**src/rtl/axis_pkg.sv**
```systemverilog
`default_nettype none
// ============================================================================
// Package     : axis_pkg
// Description : Shared AXI4-Stream definitions: error-flag bit positions and
//               the TKEEP/TSTRB width helper used by the transmitter, the
//               receiver and the monitor.
// Contents    : AXIS_ERR_* bit indices into err_flags, AXIS_ERR_W,
//               keep_width(tdata_w)
// Revision    : 1.0 - initial release
// ============================================================================
package axis_pkg;

  localparam int AXIS_ERR_VALID_DROP = 0;
  localparam int AXIS_ERR_UNSTABLE   = 1;
  localparam int AXIS_ERR_KEEP_STRB  = 2;
  localparam int AXIS_ERR_W          = 3;

  // One TKEEP/TSTRB bit per TDATA byte.
  function automatic int keep_width(input int tdata_w);
    return tdata_w / 8;
  endfunction

endpackage : axis_pkg
`default_nettype wire

```
**src/rtl/axis_if.sv**
```systemverilog
`default_nettype none
// ============================================================================
// Interface   : axis_if
// Description : AXI4-Stream channel bundle between one transmitter and one
//               receiver.
// Modports    : master - drives TVALID and the payload, samples TREADY
//               slave  - samples TVALID and the payload, drives TREADY
// Signals     : TVALID, TREADY, TDATA, TKEEP, TSTRB, TLAST, TID, TDEST, TUSER
// Revision    : 1.0 - initial release
// ============================================================================
interface axis_if
  import axis_pkg::*;
#(
  parameter int TDATA_WIDTH = 8,
  parameter int TID_WIDTH   = 8,
  parameter int TDEST_WIDTH = 8,
  parameter int TUSER_WIDTH = 1
);

  localparam int KW = keep_width(TDATA_WIDTH);

  logic                   TVALID;
  logic                   TREADY;
  logic [TDATA_WIDTH-1:0] TDATA;
  logic [KW-1:0]          TKEEP;
  logic [KW-1:0]          TSTRB;
  logic                   TLAST;
  logic [TID_WIDTH-1:0]   TID;
  logic [TDEST_WIDTH-1:0] TDEST;
  logic [TUSER_WIDTH-1:0] TUSER;

  modport master (
    output TVALID, TDATA, TKEEP, TSTRB, TLAST, TID, TDEST, TUSER,
    input  TREADY
  );

  modport slave (
    input  TVALID, TDATA, TKEEP, TSTRB, TLAST, TID, TDEST, TUSER,
    output TREADY
  );

endinterface : axis_if
`default_nettype wire

```
**src/rtl/axis_sync_fifo.sv**
```systemverilog
`default_nettype none
// ============================================================================
// Module      : axis_sync_fifo
// Description : Generic first-word-fall-through synchronous FIFO. The head
//               entry is always visible on dout while the FIFO is not empty.
// Ports       : clk, rst      - clock, synchronous active-high reset (flush)
//               push, din     - write request and data (ignored when full)
//               pop           - remove head entry (ignored when empty)
//               dout          - head entry
//               full, empty   - occupancy flags
//               level         - number of stored entries (0..DEPTH)
// Revision    : 1.0 - initial release
// ============================================================================
module axis_sync_fifo #(
  parameter int WIDTH = 8,
  parameter int DEPTH = 16
) (
  input  wire logic                     clk,
  input  wire logic                     rst,
  input  wire logic                     push,
  input  wire logic [WIDTH-1:0]         din,
  input  wire logic                     pop,
  output      logic [WIDTH-1:0]         dout,
  output      logic                     full,
  output      logic                     empty,
  output      logic [$clog2(DEPTH):0]   level
);

  localparam int AW = $clog2(DEPTH);
  localparam int LW = AW + 1;

  logic [WIDTH-1:0] r_mem [DEPTH];
  logic [AW-1:0]    r_wr_ptr;
  logic [AW-1:0]    r_rd_ptr;
  logic [LW-1:0]    r_level;

  logic w_do_push;
  logic w_do_pop;

  assign full      = (r_level == LW'(DEPTH));
  assign empty     = (r_level == '0);
  assign level     = r_level;
  assign w_do_push = push && !full;
  assign w_do_pop  = pop && !empty;
  assign dout      = r_mem[r_rd_ptr];

  // Pointers wrap naturally because DEPTH is a power of two.
  always_ff @(posedge clk) begin
    if (rst) begin
      r_wr_ptr <= '0;
      r_rd_ptr <= '0;
      r_level  <= '0;
    end else begin
      if (w_do_push) r_wr_ptr <= r_wr_ptr + AW'(1);
      if (w_do_pop)  r_rd_ptr <= r_rd_ptr + AW'(1);
      case ({w_do_push, w_do_pop})
        2'b10:   r_level <= r_level + LW'(1);
        2'b01:   r_level <= r_level - LW'(1);
        default: r_level <= r_level;
      endcase
    end
  end

  // Storage is not reset; a flush only needs the pointers cleared.
  always_ff @(posedge clk) begin
    if (w_do_push) r_mem[r_wr_ptr] <= din;
  end

endmodule : axis_sync_fifo
`default_nettype wire

```
**src/rtl/axis_receiver.sv**
```systemverilog
`default_nettype none
// ============================================================================
// Module      : axis_receiver
// Description : AXI4-Stream slave. Accepts beats into an FWFT buffer, presents
//               them on a valid/ready consumer port, throttles TREADY with a
//               rotating mask, checks transmitter protocol rules and counts
//               completed frames.
// Ports       : ACLK, ARESET          - clock, synchronous active-high reset
//               s_axis (axis_if.slave)- incoming stream
//               out_valid/out_ready   - consumer handshake
//               out_data..out_user    - head beat fields
//               thr_en, thr_pattern   - TREADY throttling enable and mask
//               err_clr, err_flags    - sticky protocol errors and clear
//               frame_count           - accepted TLAST beats (wrapping)
//               fifo_level            - buffered beats
// Revision    : 1.0 - initial release
// ============================================================================
module axis_receiver
  import axis_pkg::*;
#(
  parameter int TDATA_WIDTH = 8,
  parameter int TDEST_WIDTH = 8,
  parameter int TUSER_WIDTH = 1,
  parameter int TID_WIDTH   = 8,
  parameter int FIFO_DEPTH  = 16,
  localparam int KW         = keep_width(TDATA_WIDTH),
  localparam int LVL_W      = $clog2(FIFO_DEPTH) + 1
) (
  input  wire logic                   ACLK,
  input  wire logic                   ARESET,
  axis_if.slave                       s_axis,
  output      logic                   out_valid,
  input  wire logic                   out_ready,
  output      logic [TDATA_WIDTH-1:0] out_data,
  output      logic [KW-1:0]          out_keep,
  output      logic [KW-1:0]          out_strb,
  output      logic                   out_last,
  output      logic [TID_WIDTH-1:0]   out_id,
  output      logic [TDEST_WIDTH-1:0] out_dest,
  output      logic [TUSER_WIDTH-1:0] out_user,
  input  wire logic                   thr_en,
  input  wire logic [7:0]             thr_pattern,
  input  wire logic                   err_clr,
  output      logic [AXIS_ERR_W-1:0]  err_flags,
  output      logic [31:0]            frame_count,
  output      logic [LVL_W-1:0]       fifo_level
);

  localparam int ENTRY_W = TDATA_WIDTH + 2*KW + 1 + TID_WIDTH + TDEST_WIDTH + TUSER_WIDTH;

  logic [ENTRY_W-1:0]    w_beat;
  logic [ENTRY_W-1:0]    w_head;
  logic                  w_full;
  logic                  w_empty;
  logic                  w_tready;
  logic                  w_accept;
  logic                  w_pop;
  logic [AXIS_ERR_W-1:0] w_err_set;

  logic [2:0]            r_idx;
  logic                  r_stalled;
  logic [ENTRY_W-1:0]    r_stall_beat;
  logic [AXIS_ERR_W-1:0] r_err;
  logic [31:0]           r_frame_count;

  assign w_beat = {s_axis.TDATA, s_axis.TKEEP, s_axis.TSTRB, s_axis.TLAST,
                   s_axis.TID, s_axis.TDEST, s_axis.TUSER};

  // TREADY never looks at TVALID, so the transmitter cannot form a loop.
  assign w_tready      = !ARESET && !w_full && (!thr_en || thr_pattern[r_idx]);
  assign s_axis.TREADY = w_tready;
  assign w_accept      = s_axis.TVALID && w_tready;

  assign out_valid = !w_empty;
  assign w_pop     = out_valid && out_ready;
  assign {out_data, out_keep, out_strb, out_last, out_id, out_dest, out_user} = w_head;

  axis_sync_fifo #(
    .WIDTH (ENTRY_W),
    .DEPTH (FIFO_DEPTH)
  ) u_fifo (
    .clk   (ACLK),
    .rst   (ARESET),
    .push  (w_accept),
    .din   (w_beat),
    .pop   (w_pop),
    .dout  (w_head),
    .full  (w_full),
    .empty (w_empty),
    .level (fifo_level)
  );

  // Throttle mask index: runs only while throttling, parked at bit 0 otherwise.
  always_ff @(posedge ACLK) begin
    if (ARESET)      r_idx <= 3'd0;
    else if (thr_en) r_idx <= r_idx + 3'd1;
    else             r_idx <= 3'd0;
  end

  // Remember a refused beat so the next cycle can verify it was held.
  always_ff @(posedge ACLK) begin
    if (ARESET) begin
      r_stalled    <= 1'b0;
      r_stall_beat <= '0;
    end else begin
      r_stalled <= s_axis.TVALID && !w_tready;
      if (s_axis.TVALID && !w_tready) r_stall_beat <= w_beat;
    end
  end

  always_comb begin
    w_err_set                      = '0;
    w_err_set[AXIS_ERR_VALID_DROP] = r_stalled && !s_axis.TVALID;
    w_err_set[AXIS_ERR_UNSTABLE]   = r_stalled && s_axis.TVALID && (w_beat != r_stall_beat);
    w_err_set[AXIS_ERR_KEEP_STRB]  = w_accept && (|(s_axis.TSTRB & ~s_axis.TKEEP));
  end

  // A new error in the same cycle as a clear survives the clear.
  always_ff @(posedge ACLK) begin
    if (ARESET) r_err <= '0;
    else        r_err <= (err_clr ? '0 : r_err) | w_err_set;
  end

  always_ff @(posedge ACLK) begin
    if (ARESET)                        r_frame_count <= 32'd0;
    else if (w_accept && s_axis.TLAST) r_frame_count <= r_frame_count + 32'd1;
  end

  assign err_flags   = r_err;
  assign frame_count = r_frame_count;

endmodule : axis_receiver
`default_nettype wire
```
**src/flat_wrapper.sv**
```systemverilog
// flat-port wrapper written by rule: the top's interface ports become plain ports
module axis_receiver_flat import axis_pkg::*;
#(
  parameter int TDATA_WIDTH = 8,
  parameter int TDEST_WIDTH = 8,
  parameter int TUSER_WIDTH = 1,
  parameter int TID_WIDTH   = 8,
  parameter int FIFO_DEPTH  = 16,
  localparam int KW         = keep_width(TDATA_WIDTH),
  localparam int LVL_W      = $clog2(FIFO_DEPTH) + 1
)
  (ACLK, ARESET, out_valid, out_ready, out_data, out_keep, out_strb, out_last, out_id, out_dest, out_user, thr_en, thr_pattern, err_clr, err_flags, frame_count, fifo_level, s_axis_TVALID, s_axis_TDATA, s_axis_TKEEP, s_axis_TSTRB, s_axis_TLAST, s_axis_TID, s_axis_TDEST, s_axis_TUSER, s_axis_TREADY);
  axis_if #(.TDATA_WIDTH(TDATA_WIDTH), .TID_WIDTH(TID_WIDTH), .TDEST_WIDTH(TDEST_WIDTH), .TUSER_WIDTH(TUSER_WIDTH)) s_axis_i ();
  input  wire logic ACLK;
  input  wire logic ARESET;
  output      logic out_valid;
  input  wire logic out_ready;
  output      logic [TDATA_WIDTH-1:0] out_data;
  output      logic [KW-1:0] out_keep;
  output      logic [KW-1:0] out_strb;
  output      logic out_last;
  output      logic [TID_WIDTH-1:0] out_id;
  output      logic [TDEST_WIDTH-1:0] out_dest;
  output      logic [TUSER_WIDTH-1:0] out_user;
  input  wire logic thr_en;
  input  wire logic [7:0] thr_pattern;
  input  wire logic err_clr;
  output      logic [AXIS_ERR_W-1:0] err_flags;
  output      logic [31:0] frame_count;
  output      logic [LVL_W-1:0] fifo_level;
  input wire logic [$bits(s_axis_i.TVALID)-1:0] s_axis_TVALID;
  input wire logic [$bits(s_axis_i.TDATA)-1:0] s_axis_TDATA;
  input wire logic [$bits(s_axis_i.TKEEP)-1:0] s_axis_TKEEP;
  input wire logic [$bits(s_axis_i.TSTRB)-1:0] s_axis_TSTRB;
  input wire logic [$bits(s_axis_i.TLAST)-1:0] s_axis_TLAST;
  input wire logic [$bits(s_axis_i.TID)-1:0] s_axis_TID;
  input wire logic [$bits(s_axis_i.TDEST)-1:0] s_axis_TDEST;
  input wire logic [$bits(s_axis_i.TUSER)-1:0] s_axis_TUSER;
  output wire logic [$bits(s_axis_i.TREADY)-1:0] s_axis_TREADY;
  assign s_axis_i.TVALID = s_axis_TVALID;
  assign s_axis_i.TDATA = s_axis_TDATA;
  assign s_axis_i.TKEEP = s_axis_TKEEP;
  assign s_axis_i.TSTRB = s_axis_TSTRB;
  assign s_axis_i.TLAST = s_axis_TLAST;
  assign s_axis_i.TID = s_axis_TID;
  assign s_axis_i.TDEST = s_axis_TDEST;
  assign s_axis_i.TUSER = s_axis_TUSER;
  assign s_axis_TREADY = s_axis_i.TREADY;
  axis_receiver #(.TDATA_WIDTH(TDATA_WIDTH), .TDEST_WIDTH(TDEST_WIDTH), .TUSER_WIDTH(TUSER_WIDTH), .TID_WIDTH(TID_WIDTH), .FIFO_DEPTH(FIFO_DEPTH)) u_core (.ACLK(ACLK), .ARESET(ARESET), .s_axis(s_axis_i), .out_valid(out_valid), .out_ready(out_ready), .out_data(out_data), .out_keep(out_keep), .out_strb(out_strb), .out_last(out_last), .out_id(out_id), .out_dest(out_dest), .out_user(out_user), .thr_en(thr_en), .thr_pattern(thr_pattern), .err_clr(err_clr), .err_flags(err_flags), .frame_count(frame_count), .fifo_level(fifo_level));
endmodule
```
**config.mk**
```make
export PLATFORM = sky130hd
export DESIGN_NAME = axis_receiver_flat
export DESIGN_NICKNAME = d
export VERILOG_FILES = /design/src/rtl/axis_pkg.sv /design/src/rtl/axis_if.sv /design/src/rtl/axis_sync_fifo.sv /design/src/rtl/axis_receiver.sv /design/src/flat_wrapper.sv
export SDC_FILE = /design/constraint.sdc
export NUM_CORES = 1
export LEC_CHECK = 0
export CAP_MARGIN = 20
export CELL_PAD_IN_SITES_DETAIL_PLACEMENT = 1
export CELL_PAD_IN_SITES_GLOBAL_PLACEMENT = 2
export CORE_MARGIN = 2
export CORE_UTILIZATION = 45
export CTS_CLUSTER_SIZE = 20
export DETAILED_ROUTE_END_ITERATION = 12
export GPL_ROUTABILITY_DRIVEN = 1
export PLACE_DENSITY_LB_ADDON = 0.12
export SYNTH_ARGS = -nofsm -noshare
export SYNTH_HDL_FRONTEND = slang
export SYNTH_SLANG_ARGS = --single-unit
export TNS_END_PERCENT = 20
```
**constraint.sdc**
```tcl
create_clock -name ACLK -period 4.6 [get_ports ACLK]
set_input_delay 0.69 -clock ACLK [delete_from_list [all_inputs] [get_ports ACLK]]
set_output_delay 0.69 -clock ACLK [all_outputs]
set_load 0.01 [all_outputs]
```
==> out/results.ini <==
[grt]
grt.total_usage = 0.218
first_pass_grt_wire_length_um = 75900
number_of_antenna_violations_at_the_first_check_in_global_routing = 2
first_global_vias = 11800
grt_max_degree = 78
grt_overflow_total = 0

[cells_and_area]
post_route_cells_drive_above_1_share = 0.232
final_cell_mix = edfxtp_1, mux4_2, clkdlybuf4s50_1, dfxtp_1, clkbuf_16
antenna_cells = 0
fillCellCount = 4161
final_nets = 1296
synthToLayoutAreaGrowth_pct = 19.0
layout.cells.most_common = edfxtp_1
post-route-cell-area_mm2 = 0.0249

[clocking]
hold_buffers = 0
total_clock_buffers_created_by_cts = 55
clk_pin_slew_ps = 60
cts_buffer_depth = 3
cts.htree.levels = 2
cts.repair_timing.setup_buffer_count = 0
tritoncts_clock_tree = yes
worst_skew_pair.late_latency_ps = 610
postCtsResizedCells = 0
clock_tree.root_cell = clkbuf_16
sink_count_of_the_clock_tree = 532

[die]
design.die.area_mm2 = 0.0483
rows = 79
io-pin-count = 112
core_region_area_mm2 = 0.0463
fp.dieW_um = 220
fp.dieH_um = 220
start_util = 0.453

[detailed_routing]
drc = 0
drt_pre_antenna_iters = 5
detail_route.wirelength_um = 50800
ant_nets = 0
drt_iter0_drc = 758
wl_per_cell_um = 26.8
routed_via_density = 5.81
vias = 11000

[critical_path]
critical_path_required_ps = 3910
worstSetupPathType = register to primary output
worstPathMaxFanout = 24
worstPathArrival_ps = 3270
start_kind = register
endpoint_kind = primary output

[place]
placed_area_mm2 = 0.0231
dp.final_hpwl_um = 29900
gpl_wtd_cong = 0.784
io_buffers = 111

[power_and_ir_drop]
powerDensity_mw_per_mm2 = 457
power.static_leakage_nw = 7.93
peakVddDrop_uv = 297

[sta]
timing.final.setup_violations = 0
timing.clock.skew_ps = 18.1
finalMaxSlewViolations = 0
hold_viol = 0
grt_setup_unrepaired = false
max_slew.worst_pin.slew_ps = 1010
slew_headroom = 0.324
timing.setup.tns_ps = 0
finalCriticalPeriod_ps = 3960
final.period_utilization = 0.862
fmaxAchievable_ghz = 0.252

[outcome]
outcome = completed

[yosys]
synthArstFlopShare = 0
seq_area_frac_synth = 0.723
syn_inst = 1088
synth_enable_flop_cells = 448
syn-cell-area_mm2 = 0.0209
postSynthAreaPerCell_um2 = 19.2
synth_top_cells_by_area = edfxtp_1, mux4_2, dfxtp_1, mux2i_1, xor2_1
synth.net_count = 1141
synth_area_leader_cell = edfxtp_1
synth_seq_cells = 532
synth_cell_type_count = 56
ys_dominant_reg_cell = edfxtp_1
yosys.area.top_type_share = 0.643
yosysWarnings = 0

[job]
cap_violations = 0

[min_path]
min-delay-path-class = register to register

[cell type report]
class	instances	area (um2)	share of cell area
sequential	532	15100	0.608
multi-input combinational	491	5550	0.223
tap	607	759	0.0305
inverter	12	45.0	0.00181
clock inverter	41	369	0.0148
clock buffer	62	1410	0.0567
timing repair buffer	151	1630	0.0655
[cells in the mapped netlist (2+ instances only)]
master	count
o21ai_0	13
buf_6	2
o2111ai_1	2
mux4_2	141
nor2_1	52
nor3b_1	2
buf_2	12
o41ai_1	2
and3_1	21
and2_1	3
nand2b_1	3
nand3_1	12
nand2_1	28
o21ai_1	2
or3_1	12
or4_1	15
xor2_1	25
or2_2	2
dfxtp_1	84
nor2b_1	3
inv_1	11
a22oi_1	2
nand4_1	14
and4_1	2
ha_1	11
clkbuf_1	32
o211ai_1	2
xnor2_1	16
nor3_1	4
o2111a_1	2
edfxtp_1	448
nor4_1	6
buf_1	6
mux2i_1	34
a21oi_1	27
o31ai_1	15
[where the power goes]
group	total, mW	switching, mW	internal, mW
Clock	4.41	1.86	2.54
Combinational	1.54	0.716	0.825
Sequential	5.43	0.125	5.31
Total	11.4	2.71	8.68
[kinds of logic after synthesis]
kind of cell	Yosys count	synth area share
DFF	532	0.723
and+or+nand+nor	182	0.0457
muxes	176	0.169
AOI/OAI and AO/OA	81	0.0258
buffers and inverters	65	0.0133
xor gates and xnor gates	41	0.0172
adders and majority gates	11	0.00657
[path summary, 6_finish.rpt]
check                                   start                             endpoint  slack [ps]  cells after the start
setup reg to reg   u_core.r_idx[0]$_SDFF_PP0_  u_core.u_fifo.level[4]$_SDFFE_PP0P_        1040                     12
setup / recovery                     register                          out_data[2]         640                      4
hold / removal    u_core.r_stalled$_SDFF_PP0_       u_core.err_flags[1]$_SDFF_PP0_         480                      2
hold reg to reg   u_core.r_stalled$_SDFF_PP0_       u_core.err_flags[1]$_SDFF_PP0_         480                      2
[sequential cells by signal (all words and copies together), names as in the netlist, named ones only]
signal                  cells
u_core.u_fifo.level         5
u_core.frame_count         32
u_core.u_fifo.r_rd_ptr      4
u_core.r_stalled            1
u_core.err_flags            3
u_core.u_fifo.r_wr_ptr      4
u_core.r_stall_beat        28
u_core.r_idx                3
u_core.u_fifo.r_mem       448
[through the flow]
step,util,hold slack [ps],total power [mW],worst slack [ps],instances
3_5_place_dp,0.499,473,7.11,484,1792
3_3_place_gp,0.499,461,7.09,572,1792
2_1_floorplan,-,438,6.49,462,1088
5_1_grt,0.538,486,11.8,474,1896
6_report,0.538,478,11.4,636,1896
4_1_cts,0.538,464,11.5,542,1895
[metal layers]
layer / global-route usage / share of wire / vias to the layer above / routed length (um)
met2: 0.357 / 0.49 / 297 / 25100
li1: - / - / 4770 / -
met1: 0.300 / 0.43 / 5848 / 22100
met3: 0.0357 / 0.048 / 89 / 2420
met4: 0.0678 / 0.023 / 4 / 1180
met5: 0 / 0.00049 / - / 25
[worst max-delay path, cell delays in order (launching register included)]
cell             delay (ps)
dfxtp_4                 700
buf_4                   370
mux4_2                  550
mux4_2                  520
clkdlybuf4s50_1         500
(Power assumes the default switching activity.)
